**config.mk**
```make
export PLATFORM = sky130hd
export DESIGN_NAME = sysid_probe_master
export DESIGN_NICKNAME = d
export VERILOG_FILES = /design/src/rtl/sysid_probe_pkg.sv /design/src/rtl/sysid_probe_master.sv
export SDC_FILE = /design/constraint.sdc
export NUM_CORES = 1
export LEC_CHECK = 0
export BUFFER_PORTS_ARGS = -buffer_cell sky130_fd_sc_hd__buf_2
export CORE_MARGIN = 4
export CORE_UTILIZATION = 49
export DETAILED_ROUTE_END_ITERATION = 12
export HOLD_SLACK_MARGIN = 0.06
export PLACE_DENSITY_LB_ADDON = 0.25
export SYNTH_ARGS = -nofsm -noshare
export SYNTH_HDL_FRONTEND = slang
export SYNTH_SLANG_ARGS = --single-unit
```
**constraint.sdc**
```tcl
create_clock -name clock -period 1.9 [get_ports clock]
set_input_delay 0.095 -clock clock [delete_from_list [all_inputs] [get_ports clock]]
set_output_delay 0.095 -clock clock [all_outputs]
set_load 0.005 [all_outputs]
```
**src/rtl/sysid_probe_pkg.sv**
```systemverilog
// ---------------------------------------------------------------------------
// sysid_probe_pkg : shared states and constants for the sysid probe master
// Revision 1.0
// ---------------------------------------------------------------------------
`default_nettype none

package sysid_probe_pkg;

  typedef enum logic [2:0] {
    ST_IDLE = 3'd0,
    ST_REQ  = 3'd1,
    ST_LAT  = 3'd2,
    ST_NEXT = 3'd3,
    ST_DONE = 3'd4
  } state_t;

  localparam logic SYSID_ADDR_ID = 1'b0;
  localparam logic SYSID_ADDR_TS = 1'b1;

  localparam logic [31:0] SYSID_DEFAULT_TIMESTAMP = 32'd1363693817;

  // Stall counter width: wide enough for TIMEOUT_CYCLES, clamped to 8..16 bits.
  function automatic int tmo_width(input int cycles);
    int w;
    w = $clog2(cycles + 1);
    if (w < 8)  w = 8;
    if (w > 16) w = 16;
    return w;
  endfunction

endpackage

`default_nettype wire

```
**src/rtl/sysid_probe_master.sv**
```systemverilog
// ---------------------------------------------------------------------------
// sysid_probe_master : Avalon-MM reader that checks the sysid ID/timestamp words
// Optional stall timeout when SYSID_PROBE_TIMEOUT_EN is defined.  Revision 1.0
// ---------------------------------------------------------------------------
`default_nettype none

module sysid_probe_master
  import sysid_probe_pkg::*;
#(
  parameter logic [31:0] EXPECTED_ID        = 32'd0,
  parameter logic [31:0] EXPECTED_TIMESTAMP = SYSID_DEFAULT_TIMESTAMP,
  parameter int          READ_LATENCY       = 0,
  parameter bit          AUTO_START         = 1'b1,
  parameter int          TIMEOUT_CYCLES     = 255
) (
  input  logic        clock,
  input  logic        reset_n,
  input  logic        start,
  output logic        avm_address,
  output logic        avm_read,
  input  logic        avm_waitrequest,
  input  logic [31:0] avm_readdata,
  output logic        busy,
  output logic        done,
  output logic        pass,
  output logic        id_match,
  output logic        ts_match,
  output logic        timeout,
  output logic [31:0] id_value,
  output logic [31:0] ts_value
);

  localparam int LAT_LAST_I = (READ_LATENCY > 0) ? READ_LATENCY - 1 : 0;
  localparam int LAT_PRE_I  = (READ_LATENCY > 1) ? READ_LATENCY - 2 : 0;
  localparam logic [1:0] LAT_LAST = 2'(LAT_LAST_I);
  localparam logic [1:0] LAT_PRE  = 2'(LAT_PRE_I);

  state_t      state_q, state_d;
  logic        auto_q, auto_d;
  logic        read_q, read_d;
  logic        addr_q, addr_d;
  logic        busy_q, busy_d;
  logic        done_q, done_d;
  logic        pass_q, pass_d;
  logic        id_match_q, id_match_d;
  logic        ts_match_q, ts_match_d;
  logic [31:0] id_value_q, id_value_d;
  logic [31:0] ts_value_q, ts_value_d;
  logic [1:0]  lat_cnt_q, lat_cnt_d;
  logic        capture;

`ifdef SYSID_PROBE_TIMEOUT_EN
  localparam int TMO_W = tmo_width(TIMEOUT_CYCLES);
  localparam logic [TMO_W-1:0] TMO_LAST = TMO_W'(TIMEOUT_CYCLES - 1);
  logic [TMO_W-1:0] tmo_cnt_q, tmo_cnt_d;
  logic             timeout_q, timeout_d;
`endif

  always_comb begin
    state_d    = state_q;
    auto_d     = auto_q;
    read_d     = read_q;
    addr_d     = addr_q;
    busy_d     = busy_q;
    done_d     = 1'b0;
    pass_d     = pass_q;
    id_match_d = id_match_q;
    ts_match_d = ts_match_q;
    id_value_d = id_value_q;
    ts_value_d = ts_value_q;
    lat_cnt_d  = lat_cnt_q;
    capture    = 1'b0;
`ifdef SYSID_PROBE_TIMEOUT_EN
    tmo_cnt_d  = tmo_cnt_q;
    timeout_d  = timeout_q;
`endif

    case (state_q)
      ST_IDLE: begin
        if (start || auto_q) begin
          auto_d     = 1'b0;
          state_d    = ST_REQ;
          read_d     = 1'b1;
          addr_d     = SYSID_ADDR_ID;
          busy_d     = 1'b1;
          pass_d     = 1'b0;
          id_match_d = 1'b0;
          ts_match_d = 1'b0;
          id_value_d = '0;
          ts_value_d = '0;
`ifdef SYSID_PROBE_TIMEOUT_EN
          tmo_cnt_d  = '0;
          timeout_d  = 1'b0;
`endif
        end
      end

      ST_REQ: begin
        if (!avm_waitrequest) begin
          lat_cnt_d = 2'd0;
`ifdef SYSID_PROBE_TIMEOUT_EN
          tmo_cnt_d = '0;
`endif
          if (READ_LATENCY == 0) begin
            capture = 1'b1;
          end else if (READ_LATENCY == 1 && addr_q == SYSID_ADDR_ID) begin
            read_d  = 1'b0;
            state_d = ST_NEXT;
          end else begin
            read_d  = 1'b0;
            state_d = ST_LAT;
          end
        end
`ifdef SYSID_PROBE_TIMEOUT_EN
        else if (tmo_cnt_q == TMO_LAST) begin
          read_d    = 1'b0;
          timeout_d = 1'b1;
          pass_d    = 1'b0;
          busy_d    = 1'b0;
          done_d    = 1'b1;
          state_d   = ST_DONE;
        end else begin
          tmo_cnt_d = tmo_cnt_q + 1'b1;
        end
`endif
      end

      // The ID read spends its final latency cycle in NEXT so the capture
      // edge can relaunch the timestamp read without an idle cycle.
      ST_LAT: begin
        lat_cnt_d = lat_cnt_q + 2'd1;
        if (addr_q == SYSID_ADDR_TS && lat_cnt_q == LAT_LAST) begin
          capture = 1'b1;
        end else if (addr_q == SYSID_ADDR_ID && lat_cnt_q == LAT_PRE) begin
          state_d = ST_NEXT;
        end
      end

      ST_NEXT: capture = 1'b1;

      ST_DONE: state_d = ST_IDLE;

      default: state_d = ST_IDLE;
    endcase

    if (capture) begin
      if (addr_q == SYSID_ADDR_ID) begin
        id_value_d = avm_readdata;
        id_match_d = (avm_readdata == EXPECTED_ID);
        addr_d     = SYSID_ADDR_TS;
        read_d     = 1'b1;
        state_d    = ST_REQ;
      end else begin
        ts_value_d = avm_readdata;
        ts_match_d = (avm_readdata == EXPECTED_TIMESTAMP);
        pass_d     = id_match_q & (avm_readdata == EXPECTED_TIMESTAMP);
        read_d     = 1'b0;
        busy_d     = 1'b0;
        done_d     = 1'b1;
        state_d    = ST_DONE;
      end
    end
  end

  always_ff @(posedge clock or negedge reset_n) begin
    if (!reset_n) begin
      state_q    <= ST_IDLE;
      auto_q     <= AUTO_START;
      read_q     <= 1'b0;
      addr_q     <= SYSID_ADDR_ID;
      busy_q     <= 1'b0;
      done_q     <= 1'b0;
      pass_q     <= 1'b0;
      id_match_q <= 1'b0;
      ts_match_q <= 1'b0;
      id_value_q <= '0;
      ts_value_q <= '0;
      lat_cnt_q  <= 2'd0;
`ifdef SYSID_PROBE_TIMEOUT_EN
      tmo_cnt_q  <= '0;
      timeout_q  <= 1'b0;
`endif
    end else begin
      state_q    <= state_d;
      auto_q     <= auto_d;
      read_q     <= read_d;
      addr_q     <= addr_d;
      busy_q     <= busy_d;
      done_q     <= done_d;
      pass_q     <= pass_d;
      id_match_q <= id_match_d;
      ts_match_q <= ts_match_d;
      id_value_q <= id_value_d;
      ts_value_q <= ts_value_d;
      lat_cnt_q  <= lat_cnt_d;
`ifdef SYSID_PROBE_TIMEOUT_EN
      tmo_cnt_q  <= tmo_cnt_d;
      timeout_q  <= timeout_d;
`endif
    end
  end

  assign avm_read    = read_q;
  assign avm_address = addr_q;
  assign busy        = busy_q;
  assign done        = done_q;
  assign pass        = pass_q;
  assign id_match    = id_match_q;
  assign ts_match    = ts_match_q;
  assign id_value    = id_value_q;
  assign ts_value    = ts_value_q;
`ifdef SYSID_PROBE_TIMEOUT_EN
  assign timeout     = timeout_q;
`else
  assign timeout     = 1'b0;
`endif

endmodule

`default_nettype wire

```
* Yosys cells after proc, flatten, opt, wreduce, memory -nomap -nowiden
Index checks and enable logic that the tools add are counted.
** Cells by class
- Add/subtract/negate cells :: 1
- Equal/unequal tests :: 9
- Muxes and demuxes :: 45
- Bitwise operators :: 2
- Reductions and logical operators :: 14
** Operator list (number)
- two-way mux 32 bit :: 8
- equality test 32 x 31 -> 1 bit, second input constant :: 1
- zero test 32 bit :: 1
- two-way mux 1 bit :: 28
- two-way mux 3 bit :: 5
- != test 3 bit, second input constant :: 3
- case mux 3 bit (3 select lines) :: 1
- equality test 3 x 2 -> 1 bit, second input constant :: 2
- AND reduction 2 bit :: 3
- nonzero test 2 bit :: 3
- case mux 2 bit (2 select lines) :: 1
- AND reduction 4 bit :: 1
- equality test 3 x 1 -> 1 bit, second input constant :: 1
- zero test 3 bit :: 1
- case mux 1 bit (3 select lines) :: 1
- adder 2 x 1 -> 2 bit, second input constant :: 1
- logical AND 1 bit :: 2
- zero test 2 bit :: 1
- two-way mux 2 bit :: 1
- != test 2 x 1 -> 1 bit, second input constant :: 1
- != test 2 bit, second input constant :: 1
- OR reduction 2 bit :: 1
- bitwise AND 1 bit :: 1
- logical OR 1 bit :: 1
- inverter 1 bit :: 1
** Word-level totals
- Register bits after elaboration :: 77
- Bits of input ports :: 36
- Output and inout bits :: 72
- Logic and storage cells :: 83

* Depth between registers and ports, before layout
- Depth in word-level cells :: 6
- Mapped depth :: 7
- Gate-level depth less buffers :: 6

* Least setup slack after synthesis
Ideal clock, no wire load.
- Path kind :: register -> register
- Start point :: register lat_cnt_q[0]
- End point :: register pass_q, in the netlist pass
- Setup time :: 0.095 ns
- Data arrival time :: 1.340 ns
- Data required time :: 1.805 ns
- Path slack :: 0.464 ns
- Stages on the path, launching flop included :: 8
- Buffers on the path :: 1
- Period minus slack after synthesis :: 1.436 ns
- Cells stage by stage :: dfrtp_1 > inv_1 > ha_1 > o21ai_1 > a21oi_2 > buf_4 > nand2_1 > o31ai_1
** On the way
- Longest elaborated chain between the ends :: 5
** Ends and longest elaborated chain
- from (decl) :: RTL line sysid_probe_master.sv:49 : logic [1:0] lat_cnt_q, lat_cnt_d;
- from (signal assigned) :: RTL line sysid_probe_master.sv:195 : lat_cnt_q <= lat_cnt_d;
- zero test 2 bit :: RTL line sysid_probe_master.sv:132 : if (addr_q == SYSID_ADDR_TS && lat_cnt_q == LAT_LAST) begin
- logical AND 1 bit :: RTL line sysid_probe_master.sv:132
- two-way mux 1 bit :: RTL line sysid_probe_master.sv:132
- case mux 1 bit (3 select lines) :: RTL line sysid_probe_master.sv:78 : case (state_q)
- two-way mux 1 bit :: RTL line sysid_probe_master.sv:146 : if (capture) begin
- via pass_d :: RTL line sysid_probe_master.sv:44 : logic pass_q, pass_d;
- to (signal assigned) :: RTL line sysid_probe_master.sv:190 : pass_q <= pass_d;
- to (decl) :: RTL line sysid_probe_master.sv:44
The timed path passes the listed nets, and every way through them passes these cells.
A chain may end at the register's enable or synchronous reset.

* Worst setup path in the final report
- Start point :: register state_q[1]
- End point :: register id_value_q[18], in the netlist id_value[18]
** On the way
- Longest elaborated chain between the ends :: 4
- Elaborated cells on any way between the ends :: 8
- Those cells by class :: eq/ne: 3; mux: 4; reduce/logical: 1
** Ends and longest elaborated chain
- from (decl) :: RTL line sysid_probe_master.sv:38 : state_t state_q, state_d;
- from (signal assigned) :: RTL line sysid_probe_master.sv:184 : state_q <= state_d;
- zero test 3 bit :: RTL line sysid_probe_master.sv:78
- two-way mux 32 bit :: RTL line sysid_probe_master.sv:78
- two-way mux 32 bit :: RTL line sysid_probe_master.sv:147 : if (addr_q == SYSID_ADDR_ID) begin
- two-way mux 32 bit * :: RTL line sysid_probe_master.sv:146
- via id_value_d[18] :: RTL line sysid_probe_master.sv:47 : logic [31:0] id_value_q, id_value_d;
- to (signal assigned) :: RTL line sysid_probe_master.sv:193 : id_value_q <= id_value_d;
- to (decl) :: RTL line sysid_probe_master.sv:47
Mark *: on every way through the listed nets, which the timed path passes. The rest lies on a longest branch.

==> flow_summary.yaml <==
cells_and_area:
  fin_cells: 506
  fillCellCount: 478
  area_growth_pct: 36.5
  drive_above_1_share_pct: 31.3
  final_nets: 464
  multi_input_area_mm2: 0.00106
  seq_area_mm2: 0.00193
  antenna_cells: 0
placed_design:
  hpwl_um: 5450
  post-place-cells: 458
  gp_congestion: 0.803
  place_ws_ns: 0.154
  port_buffers: 106
pwr:
  p_sw_mw: 2.03
  p_sw_share_pct: 34.3
  clkPwrFrac_pct: 20.8
  seqPwrFrac_pct: 44.2
  max-vdd-ir-drop_mv: 0.694
  p_comb_share_pct: 35.0
  total_power_mw: 5.91
  cell_internal_pwr_mw: 3.88
  p_leak_nw: 2.15
  power_density_mw_per_mm2: 1390
floorplanning:
  rows: 28
  core-area_mm2: 0.00603
  die_h_um: 87.6
  dieWidth_um: 87.6
  die_area_mm2: 0.00767
  initial_core_util_pct: 51.5
  io_pins: 108
status:
  status: "finished, final reports clean"
global_routing:
  use_met2_pct: 37.7
  grt_start_max_net_pins: 40
  grt_pass1_wl_um: 13800
  grt_pass1_vias: 2808
  top_usage_layer: "met2"
  antenna_found_initial: 0
  met3_usage_pct: 4.33
  gr-usage-met1_pct: 30.7
  grt_usage_pct: 23.4
  grt_overflow: 0
detailed_routing:
  drt-vias-per-instance: 5.36
  wirelength_um: 8270
  drt_iter0_markers: 186
  postRouteAntennaNets: 0
  firstDrtPassIters: 4
  route.detailed.drc: 0
  avgRoutedWirePerCell_um: 16.3
  vias: 2711
cts:
  worstSkewPairLatency_ns: 0.34
  path_clk_slew_ns: 0.07
  cts-root-buf: "clkbuf_8"
  htree_levels: 3
  cts_tree: "done"
  cts_made_buffers: 9
  cts_buffer_depth: 2
  cts.sinks: 77
synth:
  synth_seq_area_share_pct: 62.1
  syn_inst: 288
  synth_fp_nets: 325
  yosysWarnings: 0
  post_synth.cell_area_avg_um2: 10.8
  synth_cell_type_count: 37
  synth-seq-cells: 77
  synth_area_mm2: 0.00310
sta:
  clock_skew_ns: 0.00555
  period_minus_slack_ns: 1.76
  drv_slew: 0
  fin_tns_setup_ns: 0
  rsz0062_at_grt: "no"
  max_slew_margin_pct: 46.8
  hold_viol: 0
  tightest_slew_ns: 0.796
  min_period_over_period_pct: 92.5
  setup_viol: 0
  fin_ws_ns: 0.142
  fmax_ghz: 0.569
worst_setup_path:
  endpoint_kind: "flip-flop"
  cp-start-kind: "flip-flop"
  crit_fanout: 33
  critPathArrivalTime_ns: 2.02
  cp.required_ns: 2.17
  crit_type: "flip-flop to flip-flop"
hold_path:
  hp-class: "primary input to flip-flop"
job:
  drv_cap: 0
==> layout make-up <==
class | instances | share of cell area [%]
Sequential cell | 77 | 45.5
Multi-Input combinational cell | 188 | 24.9
Timing Repair Buffer | 146 | 22.2
Clock buffer | 11 | 3.57
Tap cell | 75 | 2.21
Clock inverter | 4 | 1.12
Inverter | 5 | 0.443
==> metrics by stage <==
step | hold WS, ns | util (%) | area (um^2)
4_1_cts | 0.143 | 70.3 | 4240
6_report | 0.152 | 70.3 | 4240
5_1_grt | 0.169 | 70.3 | 4240
2_1_floorplan | -0.201 | - | 3100
3_3_place_gp | 0.0961 | 61.5 | 3710
3_5_place_dp | 0.106 | 61.5 | 3710
==> worst max-delay path: stages, from the launching register on <==
cell and delay [ns]:
dfrtp_1 0.49, nor2b_1 0.26, nor3_4 0.08, nor2_4 0.62, a22o_1 0.24
==> per-layer routing <==
layer	routed length, um	vias up	share of wire [%]
met2	4080	110	49
met3	571	16	6.9
met5	0	-	0
li1	-	1282	-
met1	3410	1303	41
met4	205	0	2.5
==> final timing paths <==
check,startpoint,slack [ns],endpoint,cells past startpoint
worst max-delay path,state_q[1]$_DFFE_PN0P_,0.14,id_value[18]$_DFF_PN0_,4
max in group asynchronous,reset_n,0.97,auto_q$_DFFE_PN1P_,3
worst min-delay path,avm_waitrequest,0.15,lat_cnt_q[1]$_DFFE_PN0P_,4
worst max register to register,state_q[1]$_DFFE_PN0P_,0.14,id_value[18]$_DFF_PN0_,4
worst min register to register,id_value[16]$_DFF_PN0_,0.50,id_value[16]$_DFF_PN0_,1
min in group asynchronous,reset_n,0.28,id_value[7]$_DFF_PN0_,2
==> state kept, by name, indices dropped and copies added (netlist names) <==
| signal | count |
|---|---|
| auto_q | 1 |
| avm_address | 1 |
| avm_read | 1 |
| busy | 1 |
| done | 1 |
| id_match | 1 |
| id_value | 32 |
| lat_cnt_q | 2 |
| pass | 1 |
| state_q | 3 |
| ts_match | 1 |
| ts_value | 32 |
==> power by group through the flow <==
stage	Clock (mW)	Combinational (mW)	Sequential, mW
finish	1.23	2.07	2.61
global route	1.32	2.34	2.68
CTS	1.26	2.08	2.60
detailed placement	0	2.03	2.62
global placement	0	1.97	2.62
floorplan	0	1.06	2.64
==> what timing repair did <==
action,CTS,global route
setup buffers,0,0
endpoints found under the hold margin,101,0
hold buffers,33,0
setup endpoints to repair,0,1
gates resized for setup,0,0
==> kinds of logic after synthesis <==
group	Yosys count	synth area share, %
other	1	0.121
AO/OA/AOI/OAI	82	17.8
adder cells (fa/ha/maj)	1	0.403
buffers and inverters	23	4.07
flip-flops	77	62.1
AND/OR/NAND/NOR	104	15.5
==> Yosys cell counts <==
library cell / n / area, um^2
dfrtp_1: 76 / 1900
nand2_1: 67 / 251
o21ai_0: 35 / 175
a22o_1: 32 / 280
clkbuf_1: 7 / 26.3
a21oi_1: 6 / 30.0
nor2_1: 6 / 22.5
nor4_1: 6 / 37.5
buf_2: 5 / 25.0
inv_1: 5 / 18.8
nor3_1: 5 / 25.0
buf_4: 3 / 22.5
buf_6: 3 / 33.8
nand2b_1: 3 / 18.8
nand3_1: 3 / 15.0
nand4_1: 3 / 18.8
nand3b_1: 2 / 15.0
nor2b_1: 2 / 12.5
a21o_1: 1 / 7.51
a21oi_2: 1 / 8.76
and2_1: 1 / 6.26
and3_1: 1 / 6.26
conb_1: 1 / 3.75
dfstp_2: 1 / 26.3
ha_1: 1 / 12.5
nor2_4: 1 / 11.3
nor3_2: 1 / 10.0
nor3_4: 1 / 16.3
o21a_1: 1 / 7.51
o21ai_1: 1 / 5.00
o21ai_2: 1 / 8.76
o21bai_1: 1 / 7.51
o22ai_1: 1 / 6.26
o2bb2ai_1: 1 / 8.76
o31ai_1: 1 / 7.51
or2_2: 1 / 6.26
or4_1: 1 / 7.51
==> layout by cell type, fill, tap and decap left out, types with 2 or more instances in the layout <==
cell type | synthesis | layout
nand3_1 | 3 | 3
nor2b_1 | 2 | 2
a21oi_1 | 6 | 6
o21ai_0 | 35 | 35
inv_1 | 5 | 5
dlygate4sd3_1 | 0 | 33
dfrtp_1 | 76 | 76
buf_2 | 5 | 105
nand2b_1 | 3 | 3
nor2_1 | 6 | 6
buf_12 | 0 | 2
nor3_1 | 5 | 5
clkbuf_8 | 0 | 11
nand4_1 | 3 | 3
nand2_1 | 67 | 67
buf_4 | 3 | 6
a22o_1 | 32 | 32
clkinv_2 | 0 | 2
nand3b_1 | 2 | 2
nor4_1 | 6 | 6
Power figures use the tool's default switching activity.
